[src/rtl/regfile_if.sv]
// regfile_if: rename, commit, flush and decoder read signals of the architectural register file
interface regfile_if #(
    parameter int ROB_POS_W = 4,
    parameter int DATA_W    = 32
);
    logic                 rdy;
    logic                 clr;
    logic                 issue_to_reg_enable;
    logic [4:0]           issue_to_reg_rd;
    logic [ROB_POS_W:0]   issue_to_reg_rob_pos;
    logic                 rob_to_reg_enable;
    logic [4:0]           rob_to_reg_rd;
    logic [DATA_W-1:0]    rob_to_reg_val;
    logic [ROB_POS_W:0]   commit_rob_pos;
    logic [4:0]           dc_to_reg_rs1_pos;
    logic [4:0]           dc_to_reg_rs2_pos;
    logic [DATA_W-1:0]    reg_to_dc_rs1_val;
    logic [ROB_POS_W:0]   reg_to_dc_rs1_rob_pos;
    logic [DATA_W-1:0]    reg_to_dc_rs2_val;
    logic [ROB_POS_W:0]   reg_to_dc_rs2_rob_pos;

    modport master (
        output rdy, clr, issue_to_reg_enable, issue_to_reg_rd, issue_to_reg_rob_pos,
               rob_to_reg_enable, rob_to_reg_rd, rob_to_reg_val, commit_rob_pos,
               dc_to_reg_rs1_pos, dc_to_reg_rs2_pos,
        input  reg_to_dc_rs1_val, reg_to_dc_rs1_rob_pos, reg_to_dc_rs2_val, reg_to_dc_rs2_rob_pos
    );
    modport slave (
        input  rdy, clr, issue_to_reg_enable, issue_to_reg_rd, issue_to_reg_rob_pos,
               rob_to_reg_enable, rob_to_reg_rd, rob_to_reg_val, commit_rob_pos,
               dc_to_reg_rs1_pos, dc_to_reg_rs2_pos,
        output reg_to_dc_rs1_val, reg_to_dc_rs1_rob_pos, reg_to_dc_rs2_val, reg_to_dc_rs2_rob_pos
    );
endinterface

[src/rtl/regfile.sv]
// regfile: architectural registers with rename tags, ROB commit write-back and combinational reads
module regfile #(
    parameter int ROB_POS_W = 4,
    parameter int REG_NUM   = 32,
    parameter int DATA_W    = 32
) (
    input logic       clk,
    input logic       rst,
    regfile_if.slave  bus
);
    localparam int PW = ROB_POS_W + 1;

    logic [DATA_W-1:0] val [REG_NUM];
    logic [PW-1:0]     tag [REG_NUM];
    logic [PW-1:0]     t1, t2;
    logic              h1, h2;

    // issue is applied after the tag release so a same-cycle rename survives the commit
    always_ff @(posedge clk) begin
        if (rst) begin
            for (int i = 0; i < REG_NUM; i++) begin
                val[i] <= '0;
                tag[i] <= '0;
            end
        end else if (bus.rdy) begin
            if (bus.clr)
                for (int i = 0; i < REG_NUM; i++) tag[i] <= '0;
            if (bus.rob_to_reg_enable && bus.rob_to_reg_rd != 5'd0) begin
                val[bus.rob_to_reg_rd] <= bus.rob_to_reg_val;
                if (!bus.clr && tag[bus.rob_to_reg_rd] == bus.commit_rob_pos)
                    tag[bus.rob_to_reg_rd] <= '0;
            end
            if (bus.issue_to_reg_enable && bus.issue_to_reg_rd != 5'd0 && !bus.clr)
                tag[bus.issue_to_reg_rd] <= bus.issue_to_reg_rob_pos;
        end
    end

    assign t1 = tag[bus.dc_to_reg_rs1_pos];
    assign t2 = tag[bus.dc_to_reg_rs2_pos];
    assign h1 = bus.rob_to_reg_enable && bus.rob_to_reg_rd == bus.dc_to_reg_rs1_pos
                && t1 != '0 && bus.commit_rob_pos == t1;
    assign h2 = bus.rob_to_reg_enable && bus.rob_to_reg_rd == bus.dc_to_reg_rs2_pos
                && t2 != '0 && bus.commit_rob_pos == t2;

    always_comb begin
        bus.reg_to_dc_rs1_val     = bus.dc_to_reg_rs1_pos == 5'd0 ? '0 : h1 ? bus.rob_to_reg_val : val[bus.dc_to_reg_rs1_pos];
        bus.reg_to_dc_rs1_rob_pos = (bus.dc_to_reg_rs1_pos == 5'd0 || h1) ? '0 : t1;
        bus.reg_to_dc_rs2_val     = bus.dc_to_reg_rs2_pos == 5'd0 ? '0 : h2 ? bus.rob_to_reg_val : val[bus.dc_to_reg_rs2_pos];
        bus.reg_to_dc_rs2_rob_pos = (bus.dc_to_reg_rs2_pos == 5'd0 || h2) ? '0 : t2;
    end
endmodule

[src/flat_wrapper.sv]
// flat-port wrapper written by rule: the top's interface ports become plain ports
module regfile_flat 
#(
    parameter int ROB_POS_W = 4,
    parameter int REG_NUM   = 32,
    parameter int DATA_W    = 32
)
  (clk, rst, bus_rdy, bus_clr, bus_issue_to_reg_enable, bus_issue_to_reg_rd, bus_issue_to_reg_rob_pos, bus_rob_to_reg_enable, bus_rob_to_reg_rd, bus_rob_to_reg_val, bus_commit_rob_pos, bus_dc_to_reg_rs1_pos, bus_dc_to_reg_rs2_pos, bus_reg_to_dc_rs1_val, bus_reg_to_dc_rs1_rob_pos, bus_reg_to_dc_rs2_val, bus_reg_to_dc_rs2_rob_pos);
  regfile_if #(.ROB_POS_W(ROB_POS_W), .DATA_W(DATA_W)) bus_i ();
  input logic clk;
  input logic rst;
  input wire logic [$bits(bus_i.rdy)-1:0] bus_rdy;
  input wire logic [$bits(bus_i.clr)-1:0] bus_clr;
  input wire logic [$bits(bus_i.issue_to_reg_enable)-1:0] bus_issue_to_reg_enable;
  input wire logic [$bits(bus_i.issue_to_reg_rd)-1:0] bus_issue_to_reg_rd;
  input wire logic [$bits(bus_i.issue_to_reg_rob_pos)-1:0] bus_issue_to_reg_rob_pos;
  input wire logic [$bits(bus_i.rob_to_reg_enable)-1:0] bus_rob_to_reg_enable;
  input wire logic [$bits(bus_i.rob_to_reg_rd)-1:0] bus_rob_to_reg_rd;
  input wire logic [$bits(bus_i.rob_to_reg_val)-1:0] bus_rob_to_reg_val;
  input wire logic [$bits(bus_i.commit_rob_pos)-1:0] bus_commit_rob_pos;
  input wire logic [$bits(bus_i.dc_to_reg_rs1_pos)-1:0] bus_dc_to_reg_rs1_pos;
  input wire logic [$bits(bus_i.dc_to_reg_rs2_pos)-1:0] bus_dc_to_reg_rs2_pos;
  output wire logic [$bits(bus_i.reg_to_dc_rs1_val)-1:0] bus_reg_to_dc_rs1_val;
  output wire logic [$bits(bus_i.reg_to_dc_rs1_rob_pos)-1:0] bus_reg_to_dc_rs1_rob_pos;
  output wire logic [$bits(bus_i.reg_to_dc_rs2_val)-1:0] bus_reg_to_dc_rs2_val;
  output wire logic [$bits(bus_i.reg_to_dc_rs2_rob_pos)-1:0] bus_reg_to_dc_rs2_rob_pos;
  assign bus_i.rdy = bus_rdy;
  assign bus_i.clr = bus_clr;
  assign bus_i.issue_to_reg_enable = bus_issue_to_reg_enable;
  assign bus_i.issue_to_reg_rd = bus_issue_to_reg_rd;
  assign bus_i.issue_to_reg_rob_pos = bus_issue_to_reg_rob_pos;
  assign bus_i.rob_to_reg_enable = bus_rob_to_reg_enable;
  assign bus_i.rob_to_reg_rd = bus_rob_to_reg_rd;
  assign bus_i.rob_to_reg_val = bus_rob_to_reg_val;
  assign bus_i.commit_rob_pos = bus_commit_rob_pos;
  assign bus_i.dc_to_reg_rs1_pos = bus_dc_to_reg_rs1_pos;
  assign bus_i.dc_to_reg_rs2_pos = bus_dc_to_reg_rs2_pos;
  assign bus_reg_to_dc_rs1_val = bus_i.reg_to_dc_rs1_val;
  assign bus_reg_to_dc_rs1_rob_pos = bus_i.reg_to_dc_rs1_rob_pos;
  assign bus_reg_to_dc_rs2_val = bus_i.reg_to_dc_rs2_val;
  assign bus_reg_to_dc_rs2_rob_pos = bus_i.reg_to_dc_rs2_rob_pos;
  regfile #(.ROB_POS_W(ROB_POS_W), .REG_NUM(REG_NUM), .DATA_W(DATA_W)) u_core (.clk(clk), .rst(rst), .bus(bus_i));
endmodule
[config.mk]
export PLATFORM = sky130hd
export DESIGN_NAME = regfile_flat
export DESIGN_NICKNAME = d
export VERILOG_FILES = /design/src/rtl/regfile_if.sv /design/src/rtl/regfile.sv /design/src/flat_wrapper.sv
export SDC_FILE = /design/constraint.sdc
export NUM_CORES = 2
export LEC_CHECK = 0
export CORE_UTILIZATION = 59
export CTS_BUF_LIST = sky130_fd_sc_hd__clkbuf_4 sky130_fd_sc_hd__clkbuf_8
export CTS_CLUSTER_DIAMETER = 50
export DETAILED_ROUTE_END_ITERATION = 10
export DONT_BUFFER_PORTS = 1
export GPL_TIMING_DRIVEN = 0
export PLACE_DENSITY_LB_ADDON = 0.08
export SLEW_MARGIN = 20
export SYNTH_ARGS = -nofsm -noshare
export SYNTH_HDL_FRONTEND = slang
export SYNTH_SLANG_ARGS = --single-unit
[constraint.sdc]
create_clock -name clk -period 5.75 [get_ports clk]
set_clock_uncertainty 0.15 [all_clocks]
set_input_delay 1.15 -clock clk [delete_from_list [all_inputs] [get_ports clk]]
set_output_delay 1.15 -clock clk [all_outputs]
set_load 0.02 [all_outputs]
==> impl_metrics.ini <==
[clock_network]
cts_tree = yes
clk_path_buf_depth = 3
numCtsBuffers = 195
clkSinkCount = 1184
cts.clk_slew.worst_paths_ps = 70
clk_latency_ps = 940
h-tree-depth = 4
clockRootBuffer = clkbuf_8
hold_buffers = 0

[placed_design]
place_hpwl_um = 163000
gp_congestion = 0.984
port_buffers = 0
pre_cts_slack_ps = -1820

[hold_path]
holdCritPathClass = in2reg

[finish]
drive_above_1_share_pct = 32.9
area_growth_pct = 12.3
fin_nets = 4371
n_fill_cell = 7657

[timing]
fin_crit_ps = 5910
fmax_ghz = 0.169
rsz0062_at_grt = true
drv_slew = 0
max_slew_margin_pct = 9.31
finalSetupViolCount = 25
tightest_slew_ps = 1360
hold_viol_final = 0
finalSetupTns_ps = -1210
fin_ws_ps = -155
fin_crit_sh_pct = 103

[drt]
wl_met2_um = 108000
postRouteAntennaNets = 0
wl_per_cell_um = 40.6
wl_met1_um = 81000
drt-initial-drc-count = 7808
drtPass1Iterations = 7
wl_met3_um = 37100
drc = 0
vias_per_cell = 7.31
top_layer = met5
drt-total-wl_um = 242000
via_count = 43500

[yosys]
yosys_register_bits = 1184
yosysUniqueCellTypes = 41
synthCells = 4045
avgSynthCellArea_um2 = 16.1
ys_warn_count = 0
synth_top_area_share_pct = 54.4
synth_top_area_cell = edfxtp_1
syn_area_um2 = 65300
synth_area_leaders = edfxtp_1 54%, mux4_2 27%, and2_1 11%, clkbuf_1 2.0%, mux2i_1 1.1%
ys_seq_area_share_pct = 54.4

[floorplan]
ioPinCount = 142
die_h_um = 335
rows = 121
start_util_pct = 59.8
core_area_um2 = 109000
fp.dieArea_um2 = 112000
dieWidth_um = 335

[pwr]
p_switching_w = 0.00582
p_int_w = 0.0153
seqPwrFrac_pct = 48.6
peakVddDrop_v = 0.000190
p_sw_share_pct = 27.6
power_frac_clock_pct = 35.9
powerDensity_nw_per_um2 = 287
p_comb_share_pct = 15.5
cellLeakagePower_nw = 25.0

[global_route]
track_usage_pct = 43.5
grt_pass1_vias = 42500
grt_antenna_before_repair = 11
grt_pass1_wl_um = 326000
grt_max_degree = 33
overflow = 0

[worst_setup_path]
cp.arrival_ps = 4610
critPathCaptureType = output port
crit_type = in2out
critPathLaunchType = primary input
critPathMaxFanout = 10
crit_required_ps = 4450

[status]
status = finished, violations left
violations = negative setup slack

[job]
max-cap-violations = 0
==> sequential cells by signal, indices dropped and copies added, names as in the netlist <==
| name | flops |
|---|---|
| u_core.val | 1024 |
| u_core.tag | 160 |
==> cells by family after synthesis <==
group	Yosys count	synth area share, %
other	1	0.00574
DFF	1184	54.4
AOI/OAI and AO/OA	185	1.89
and+or+nand+nor	1356	12.6
muxes	856	28.0
xor gates and xnor gates	23	0.308
buffers and inverters	440	2.70
==> worst max-delay path: stages <==
cell and delay (ps):
clkbuf_1 750, clkbuf_2 670, clkbuf_1 1000, mux4_2 490, mux2i_1 160, a21oi_4 360
==> final timing paths <==
check	slack (ps)	start	to	cells past startpoint
setup reg to reg	1020	u_core.tag[27][1]$_SDFFCE_PN0P_	u_core.tag[10][4]$_SDFFCE_PN0P_	7
hold / removal	260	bus_rob_to_reg_val[31]	u_core.val[2][31]$_SDFFCE_PN0P_	1
hold reg to reg	1670	u_core.tag[6][1]$_SDFFCE_PN0P_	u_core.tag[31][4]$_SDFFCE_PN0P_	8
setup / recovery	-160	bus_dc_to_reg_rs2_pos[3]	bus_reg_to_dc_rs2_val[0]	6
==> timing repair <==
item,CTS,global route
pin swaps,7,8
hold endpoints to repair,0,0
endpoints found under the setup margin,99,155
buffers inserted,15,5
resized for setup,285,112
gates cloned,0,1
==> metal layers <==
metal / up-vias / track usage, %
met5: - / 3.34
met4: 16 / 22.1
met3: 889 / 17.9
met2: 3935 / 64.8
met1: 22200 / 54.8
li1: 16500 / -
==> layout by cell type (no fill, tap or decap), drive strengths merged, types with 5 or more instances in the layout <==
cell type      count
mux4             778
clkinv            76
and2            1147
or2               33
conb              37
bufinv             5
buf               95
mux2i             76
clkinvlp           5
clkbuf           628
a21oi             65
nand4              9
a22oi             21
o21ai             31
inv                7
edfxtp          1184
diode              7
o41ai             64
nor2b              5
nor2              94
nor3              13
clkdlybuf4s15     13
nand3             10
and3               5
nor4               5
nand3b             8
xor2              21
nand2              8
==> synthesized netlist by cell type <==
| library cell | number |
|---|---|
| mux4_2 | 778 |
| xnor2_1 | 2 |
| o41ai_1 | 64 |
| or4_1 | 2 |
| nor4bb_1 | 1 |
| nand3_1 | 10 |
| and3_1 | 5 |
| nor4b_1 | 1 |
| and2_1 | 1147 |
| a22oi_1 | 21 |
| mux2i_2 | 1 |
| a21o_1 | 1 |
| and4_1 | 1 |
| a21oi_1 | 65 |
| xor2_1 | 21 |
| and3b_1 | 4 |
| nand3b_1 | 8 |
| nor2_1 | 94 |
| nor2b_1 | 5 |
| buf_1 | 63 |
| or3b_2 | 3 |
| a2bb2oi_1 | 1 |
| mux2i_1 | 74 |
| or2_2 | 33 |
| nand4_2 | 1 |
| nor4_1 | 5 |
| conb_1 | 1 |
| buf_6 | 13 |
| a41oi_1 | 1 |
| or3_1 | 4 |
| edfxtp_1 | 1184 |
| mux2i_4 | 1 |
| nor3b_1 | 3 |
| nand4_1 | 8 |
| clkbuf_1 | 351 |
| nor3_1 | 13 |
| mux2_2 | 2 |
| o21ai_0 | 31 |
| a32oi_1 | 1 |
| nand2_1 | 8 |
| buf_2 | 13 |
==> stage by stage <==
step,total power (W),cell area [um2],util (%),instances,hold slack [ps]
after CTS,0.0208,72800,66.6,5942,243
final,0.0211,73400,67.1,5954,261
after detailed placement,0.0133,67600,61.8,5564,1200
after global routing,0.0214,73400,67.1,5949,272
after floorplan,0.0122,65500,-,4081,1200
after global placement,0.0132,67300,61.6,5557,1200
==> power by group through the flow <==
| stage | Sequential (W) | Clock, W | Combinational [W] |
|---|---|---|---|
| floorplan | 0.0103 | 0 | 0.00190 |
| global placement | 0.0104 | 0 | 0.00286 |
| detailed placement | 0.0104 | 0 | 0.00291 |
| CTS | 0.0102 | 0.00745 | 0.00310 |
| global route | 0.0103 | 0.00780 | 0.00329 |
| finish | 0.0102 | 0.00757 | 0.00326 |
==> cell type report <==
| cell class | instances | area (um2) | area share, % |
|---|---|---|---|
| Multi-Input combinational cell | 2457 | 29500 | 40.2 |
| Sequential cell | 1184 | 35600 | 48.5 |
| Clock inverter | 93 | 563 | 0.767 |
| Antenna cell | 7 | 17.5 | 0.0239 |
| Clock buffer | 272 | 3300 | 4.50 |
| Buffer | 436 | 2230 | 3.04 |
| Tap cell | 1476 | 1850 | 2.52 |
| Timing Repair Buffer | 29 | 362 | 0.493 |
No activity file was read; power rests on OpenSTA's default activity.
